==> src/rtl/tx_metaframer.sv <==
// Interlaken lane transmit framer: buffers payload words and emits one framed
// 64b/67b word per fractional gearbox slot, wrapping payload in control words.
module tx_metaframer #(
    parameter int META_FRAME_LEN = 16,
    parameter int SLOT_NUM       = 20,
    parameter int SLOT_DEN       = 67,
    parameter int FIFO_DEPTH     = 4
) (
    input  logic        USER_CLK,
    input  logic        SYSTEM_RESET,
    input  logic [63:0] DATA_IN,
    input  logic        DATA_IN_VALID,
    output logic        DATA_IN_READY,
    input  logic [57:0] SCRAMBLER_STATE_IN,
    input  logic [1:0]  LANE_STATUS,
    output logic [63:0] DATA_OUT,
    output logic [1:0]  HEADER_OUT,
    output logic        DATA_VALID,
    output logic        FRAME_START,
    output logic        IDLE_INSERT,
    output logic        GEARBOX_VALID
);
    localparam int AW = $clog2(SLOT_DEN) + 1;
    localparam int PW = $clog2(META_FRAME_LEN);
    localparam int FW = $clog2(FIFO_DEPTH);
    localparam int CW = FW + 1;

    localparam logic [1:0]  HDR_DATA  = 2'b01;
    localparam logic [1:0]  HDR_CTRL  = 2'b10;
    localparam logic [63:0] SYNC_WORD = 64'h78F678F678F678F6;
    localparam logic [63:0] SKIP_WORD = 64'h1E00000000000000;
    localparam logic [63:0] IDLE_WORD = 64'hAAAAAAAAAAAAAAAA;
    localparam logic [63:0] DIAG_BASE = 64'h6400000000000000;
    localparam logic [PW-1:0] LAST_POS = PW'(META_FRAME_LEN - 1);

    logic [AW-1:0] acc_q, acc_d;
    logic [AW:0]   sum;
    logic          slot;
    logic [PW-1:0] pos_q, pos_d;
    logic          is_payload;

    logic [63:0]   mem_q [FIFO_DEPTH];
    logic [FW-1:0] rd_ptr_q, rd_ptr_d, wr_ptr_q, wr_ptr_d;
    logic [CW-1:0] count_q, count_d;
    logic          full, empty, push, pop;

    logic [63:0]   data_q, data_d;
    logic [1:0]    hdr_q, hdr_d;
    logic          dv_q, dv_d, fs_q, fs_d, idle_q, idle_d, gv_q, gv_d;

    assign full  = (count_q == CW'(FIFO_DEPTH));
    assign empty = (count_q == '0);
    assign DATA_IN_READY = !SYSTEM_RESET && !full;
    assign push  = DATA_IN_VALID && DATA_IN_READY;

    always_comb begin
        sum   = {1'b0, acc_q} + (AW + 1)'(SLOT_NUM);
        slot  = (sum >= (AW + 1)'(SLOT_DEN));
        acc_d = slot ? AW'(sum - (AW + 1)'(SLOT_DEN)) : AW'(sum);

        pos_d = pos_q;
        if (slot) begin
            pos_d = (pos_q == LAST_POS) ? '0 : pos_q + PW'(1);
        end

        is_payload = (pos_q != PW'(0)) && (pos_q != PW'(1)) &&
                     (pos_q != PW'(2)) && (pos_q != LAST_POS);
        // Pop decision uses registered occupancy, so a same-cycle push is never bypassed.
        pop = slot && is_payload && !empty;
    end

    always_comb begin
        wr_ptr_d = push ? wr_ptr_q + FW'(1) : wr_ptr_q;
        rd_ptr_d = pop  ? rd_ptr_q + FW'(1) : rd_ptr_q;
        count_d  = count_q + CW'(push) - CW'(pop);
    end

    always_comb begin
        data_d = '0;
        hdr_d  = '0;
        dv_d   = slot;
        fs_d   = 1'b0;
        idle_d = 1'b0;
        gv_d   = gv_q | slot;
        if (slot) begin
            hdr_d = HDR_CTRL;
            if (pos_q == PW'(0)) begin
                data_d = SYNC_WORD;
                fs_d   = 1'b1;
            end else if (pos_q == PW'(1)) begin
                data_d = {6'b001010, SCRAMBLER_STATE_IN};
            end else if (pos_q == PW'(2)) begin
                data_d = SKIP_WORD;
            end else if (pos_q == LAST_POS) begin
                // CRC32 field in the low half is left zero for the downstream CRC stage.
                data_d = DIAG_BASE | {30'b0, LANE_STATUS, 32'b0};
            end else if (!empty) begin
                data_d = mem_q[rd_ptr_q];
                hdr_d  = HDR_DATA;
            end else begin
                data_d = IDLE_WORD;
                idle_d = 1'b1;
            end
        end
    end

    always_ff @(posedge USER_CLK) begin
        if (SYSTEM_RESET) begin
            acc_q    <= '0;
            pos_q    <= '0;
            rd_ptr_q <= '0;
            wr_ptr_q <= '0;
            count_q  <= '0;
            data_q   <= '0;
            hdr_q    <= '0;
            dv_q     <= 1'b0;
            fs_q     <= 1'b0;
            idle_q   <= 1'b0;
            gv_q     <= 1'b0;
        end else begin
            acc_q    <= acc_d;
            pos_q    <= pos_d;
            rd_ptr_q <= rd_ptr_d;
            wr_ptr_q <= wr_ptr_d;
            count_q  <= count_d;
            data_q   <= data_d;
            hdr_q    <= hdr_d;
            dv_q     <= dv_d;
            fs_q     <= fs_d;
            idle_q   <= idle_d;
            gv_q     <= gv_d;
        end
    end

    always_ff @(posedge USER_CLK) begin
        if (push) begin
            mem_q[wr_ptr_q] <= DATA_IN;
        end
    end

    // Outputs are forced low for the whole reset window, including its first cycle.
    assign DATA_OUT      = SYSTEM_RESET ? '0 : data_q;
    assign HEADER_OUT    = SYSTEM_RESET ? '0 : hdr_q;
    assign DATA_VALID    = !SYSTEM_RESET && dv_q;
    assign FRAME_START   = !SYSTEM_RESET && fs_q;
    assign IDLE_INSERT   = !SYSTEM_RESET && idle_q;
    assign GEARBOX_VALID = !SYSTEM_RESET && gv_q;
endmodule
==> config.mk <==
export PLATFORM = sky130hd
export DESIGN_NAME = tx_metaframer
export DESIGN_NICKNAME = d
export VERILOG_FILES = /design/src/rtl/tx_metaframer.sv
export SDC_FILE = /design/constraint.sdc
export NUM_CORES = 1
export LEC_CHECK = 0
export CAP_MARGIN = 10
export CELL_PAD_IN_SITES_DETAIL_PLACEMENT = 1
export CELL_PAD_IN_SITES_GLOBAL_PLACEMENT = 2
export CORE_UTILIZATION = 42
export CTS_CLUSTER_SIZE = 14
export DETAILED_ROUTE_END_ITERATION = 6
export PLACE_DENSITY_LB_ADDON = 0.1
export SYNTH_ARGS = -nofsm -noshare
export SYNTH_HDL_FRONTEND = slang
export SYNTH_SLANG_ARGS = --single-unit
==> constraint.sdc <==
create_clock -name USER_CLK -period 8.05 [get_ports USER_CLK]
set_clock_uncertainty 0.05 [all_clocks]
set_input_delay 1.61 -clock USER_CLK [delete_from_list [all_inputs] [get_ports USER_CLK]]
set_output_delay 1.61 -clock USER_CLK [all_outputs]
set_load 0.01 [all_outputs]
**Word-level counts from Yosys, hierarchy flattened**

Memories as Yosys holds them, arrays and structs flattened. A register that Yosys moved wholly into a read port is not among the register bits.
Cells that the tools add are included.

- Register bits after elaboration: 89
- Bits in latches: 0
- RAM bits: 256
- Bits in read-only memories: 0
- Output and inout bits: 71
- Word-level logic and storage cells: 74
- Memories kept: 1

- $add $sub $neg: 7
- Multipliers: 0
- Divide/modulo/power cells: 0
- Order comparisons: 1
- Eq/ne operators: 7
- Shift operators: 0
- Multiplexer cells: 20
- Bitwise logic cells: 2
- Reduce and logical (&&, ||, !) cells: 21

Memory list:

| memory | words | bits a word | rd ports | clocked after Yosys merged registers in | wr ports | line | text |
|---|---|---|---|---|---|---|---|
| mem_q | 4 | 64 | 1 | 1 | 1 | 42 | `logic [63:0] mem_q [FIFO_DEPTH];` |

Operators by type and width:

| kind | count |
|---|---|
| 2-to-1 mux 63 bit | 4 |
| 2-to-1 mux 64 bit | 2 |
| 2-to-1 mux 2 bit | 8 |
| logical AND 1 bit | 11 |
| adder 8 x 5 -> 9 bit (second input constant) | 1 |
| greater-or-equal comparator 9 x 7 -> 1 bit (second input constant) | 1 |
| 2-to-1 mux 8 bit | 1 |
| subtractor 8 x 7 -> 8 bit (second input constant) | 1 |
| OR reduction 6 bit | 1 |
| adder 2 x 1 -> 2 bit (second input constant) | 2 |
| adder 4 x 1 -> 4 bit (second input constant) | 1 |
| == test 4 x 1 -> 1 bit (second input constant) | 1 |
| == test 4 x 2 -> 1 bit (second input constant) | 1 |
| == test 4 bit (second input constant) | 1 |
| logical NOT 4 bit | 1 |
| 2-to-1 mux 1 bit | 4 |
| 2-to-1 mux 4 bit | 1 |
| != test 4 x 1 -> 1 bit (second input constant) | 1 |
| != test 4 x 2 -> 1 bit (second input constant) | 1 |
| != test 4 bit (second input constant) | 1 |
| nonzero test 4 bit | 1 |
| OR reduction 4 bit | 1 |
| adder 3 x 1 -> 3 bit | 1 |
| == test 3 bit (second input constant) | 1 |
| 7 further kinds | 9 |

**Logic depth before layout (Yosys ltp)**

- Word-level depth: 8
- Gate-level depth with buffers: 13

**Worst setup path before layout**

No wires, ideal clock.

- Path kind: input to register
- From: in SYSTEM_RESET
- To: mem mem_q[0][0], enable pin
- Setup time: 429 ps
- Arrival time: 3566 ps
- Required time: 7571 ps
- Setup slack: 4005 ps
- Cell stages on the path: 2
- Buffers on the path: 0
- Cell sequence: a21oi_1 > and3_1

- Longest elaborated chain between the ends: 5

RTL lines:

| element | line | text |
|---|---|---|
| start, declared | 10 | `input logic SYSTEM_RESET,` |
| logical NOT 1 bit | 53 | `assign DATA_IN_READY = !SYSTEM_RESET && !full;` |
| logical AND 1 bit | 53 |  |
| logical AND 1 bit | 54 | `assign push = DATA_IN_VALID && DATA_IN_READY;` |
| 2-to-1 mux 1 bit | 136 | `if (push) begin` |
| 2-to-1 mux 1 bit (not written as such) | 137 | `mem_q[wr_ptr_q] <= DATA_IN;` |
| end, declared | 42 |  |

No other way between the ends.

**Final worst setup path**

- From: in SYSTEM_RESET
- To: out DATA_OUT[30]

- Longest elaborated chain between the ends: 1

RTL lines:

| element | line | text |
|---|---|---|
| 2-to-1 mux 64 bit | 142 | `assign DATA_OUT = SYSTEM_RESET ? '0 : data_q;` |
| end, declared | 16 | `output logic [63:0] DATA_OUT,` |

No other way between the ends.

==> impl_metrics.json <==
{
  "maxSlewHeadroom": 0.2878,
  "hold_violations": 0,
  "hold_buffers": 0,
  "tritoncts": "yes",
  "r2r_end": "count_q[1]",
  "start_util": 0.4263,
  "worstPathCellList": "buf_4, buf_4, nor2b_1, clkdlybuf4s50_1",
  "yosysWarnings": 0,
  "firstDrtPassIters": 7,
  "synth_top_area_share": 0.5729,
  "ys.flop_type": "edfxtp_1",
  "p_leak_nw": 5.675,
  "crit_path_frequent_cell": "buf_4",
  "hpwlAfterDp_um": 18600,
  "ys_seq_area_frac": 0.7087,
  "ctsLongestPathBuffers": 3,
  "worst_pin_slew_ns": 1.068,
  "drc_errors": 2,
  "tns_ns": 0,
  "p_sw_mw": 1.480,
  "rsz0062_at_grt": "false",
  "clock_sinks": 347,
  "netlist_top_cells_count": "256 x edfxtp_1, 91 x dfxtp_1, 75 x nor2b_1",
  "nets": 1164,
  "synth_xor_area_frac": 0.008486,
  "avgViaCountPerCell": 5.257,
  "gp_congestion": 0.7131,
  "postCtsSetupBuffers": 0,
  "synth_area_leaders": "edfxtp_1 57%, dfxtp_1 14%, mux4_2 11%, nor2b_1 3.5%, a21oi_1 2.0%",
  "synth_mux_area_frac": 0.1112,
  "antenna_found_initial": 4,
  "synthAdderAreaFrac": 0.01361,
  "seqCellArea_um2": 9517,
  "syn_area_um2": 13420,
  "io_buffers": 197,
  "cp_data_arrival_time_ns": 3.22,
  "hold_class": "reg -> reg",
  "synth_top_family_by_area": "multiplexers",
  "syn-num-nets": 968,
  "p_comb_frac": 0.235,
  "min_delay_worst_endpoint": "rd_ptr_q[1]",
  "crit_path_max_incr_delay_ns": 0.49,
  "ys_ff_latch": 347,
  "intPower_mw": 3.552,
  "die_area_um2": 32670,
  "cts.clk_slew.worst_paths_ns": 0.05,
  "rrSetupSlack_ns": 4.81,
  "min_from": "rd_ptr_q[1]",
  "swShare": 0.2941,
  "crit_fanout": 54,
  "period_needed_ns": 4.883,
  "power_density_nw_per_um2": 296.5,
  "nFillCells": 2961,
  "grt_pass1_vias": 8298,
  "drv_cap": 0,
  "crit_required_ns": 6.39,
  "grt_max_degree": 65,
  "ant_nets": 0,
  "multi_input_area_um2": 3665,
  "synth_compound_area_frac": 0.06416,
  "synthCells": 827,
  "routedWlPerCell_um": 21.63,
  "slowest_stage": "buf_4",
  "max_freq_mhz": 204.8,
  "reg2regPathDepth": 11,
  "wirelength_um": 31490,
  "synthSimpleGateAreaFrac": 0.07320,
  "grt_pass1_wl_um": 48610,
  "synth_area_per_cell_um2": 16.22,
  "vias": 7654,
  "core_area_um2": 31470,
  "clk_latency_ns": 0.52,
  "root_buffer": "clkbuf_16",
  "ir_drop_v": 0.0001661,
  "post-synth-top-count-cell": "edfxtp_1",
  "clkPwrFrac": 0.327,
  "synth_cell_types": 50,
  "setup_viol": 0,
  "outcome": "complete, but fails checks",
  "die_y_um": 180.7,
  "end_kind": "output pin",
  "pwr-share-seq": 0.438,
  "path_class": "in -> out",
  "synth_edf_count": 256,
  "slew_violations": 0,
  "cts_max_level": 2,
  "period_share": 0.6065,
  "cts_resized": 0,
  "hold_depth": 2,
  "track_usage": 0.1958,
  "cts_buffers": 38,
  "reg2reg_from": "acc_q[2]",
  "die_w_um": 180.7,
  "row_count": 65,
  "syn2layout_area_growth_pct": 26.50,
  "synthArstFlopShare": 0,
  "startpoint_type": "primary input",
  "drive_above_1_share": 0.1387,
  "failed_checks": "DRC",
  "drtIter0Drc": 371,
  "power.total_mw": 5.033,
  "synth_top_area_cell": "edfxtp_1",
  "pin_count": 198,
  "grt.overflow.total": 0
}
==> layer usage <==
metal / GRT usage / share of wire / vias up
met3: 0.04152 / 0.048 / 50
li1: - / - / 3555
met2: 0.3344 / 0.49 / 177
met1: 0.2545 / 0.44 / 3868
met4: 0.04889 / 0.020 / 4
met5: 0 / 0.00083 / -
==> state kept, by name (all words and copies together) (netlist names), 2 cells and up, named ones only <==
register and cells:
hdr_q 2, wr_ptr_q 2, pos_q 4, data_q 64
rd_ptr_q 2, acc_q 8, count_q 3, mem_q 256
==> cell type report <==
class	count	area share
clock inverter	19	0.007814
multi-input combinational	417	0.2159
antenna	1	0.0001474
tap	402	0.02963
timing repair buffer	208	0.1209
clock buffer	51	0.06251
inverter	11	0.002433
sequential	347	0.5607
==> worst max path at each step <==
| stage | startpoint | endpoint | slack [ns] | cells past startpoint |
|---|---|---|---|---|
| finish | SYSTEM_RESET | DATA_OUT[30] | 3.17 | 4 |
| global route | SYSTEM_RESET | DATA_OUT[30] | 3.00 | 4 |
| CTS | SYSTEM_RESET | DATA_OUT[30] | 3.13 | 4 |
| detailed placement | SYSTEM_RESET | HEADER_OUT[1] | 3.13 | 4 |
| global placement | SYSTEM_RESET | HEADER_OUT[0] | 3.17 | 4 |
| floorplan | SYSTEM_RESET | mem_q[0][0] | 4.00 | 2 |
==> through the flow <==
stage                     cell area (um2)  hold WS [ns]  setup slack, ns  utilization  std cells
after detailed placement            15780        0.4632            3.131       0.5013       1385
final                               16970        0.4727            3.167       0.5393       1456
after floorplan                     13420        0.4300            4.005            -        827
after CTS                           16970        0.4788            3.128       0.5392       1455
after global routing                16970        0.5053            3.004       0.5393       1456
after global placement              15780        0.4510            3.173       0.5013       1385
==> critical path, delay by kind of cell <==
family / cells / cell delay [ns]
buffers and inverters: 3 / 1.46
AND/OR/NAND/NOR: 1 / 0.11
==> logic make-up after synthesis <==
group / Yosys count
flops: 347
simple gates: 184
compound gates: 137
mux: 69
buf+inv: 63
fa+ha+maj: 14
xor+xnor: 13
==> power groups by stage <==
stage	registers, mW	logic [mW]	clock network, mW
after floorplan	2.20	0.752	0
after global placement	2.24	1.20	0
after detailed placement	2.24	1.20	0
after CTS	2.21	1.21	1.69
after global routing	2.23	1.30	1.75
final	2.21	1.18	1.65
==> cell usage in the layout, fill, tap and decap left out, types with 5 or more instances in the layout <==
cell	Yosys	routed
o21ai_0	36	36
clkbuf_1	35	8
edfxtp_1	256	256
xor2_1	7	7
clkbuf_16	0	39
nor2_1	54	54
ha_1	13	13
a21oi_1	53	53
clkinv_1	0	9
a22oi_1	11	11
inv_1	11	11
nor2b_1	75	75
dfxtp_1	91	89
buf_4	3	12
nand2_1	22	22
mux4_2	64	64
xnor2_1	6	6
a221oi_1	19	19
clkdlybuf4s50_1	0	196
clkinv_2	0	5
No activity file was read; power rests on OpenSTA's default activity.
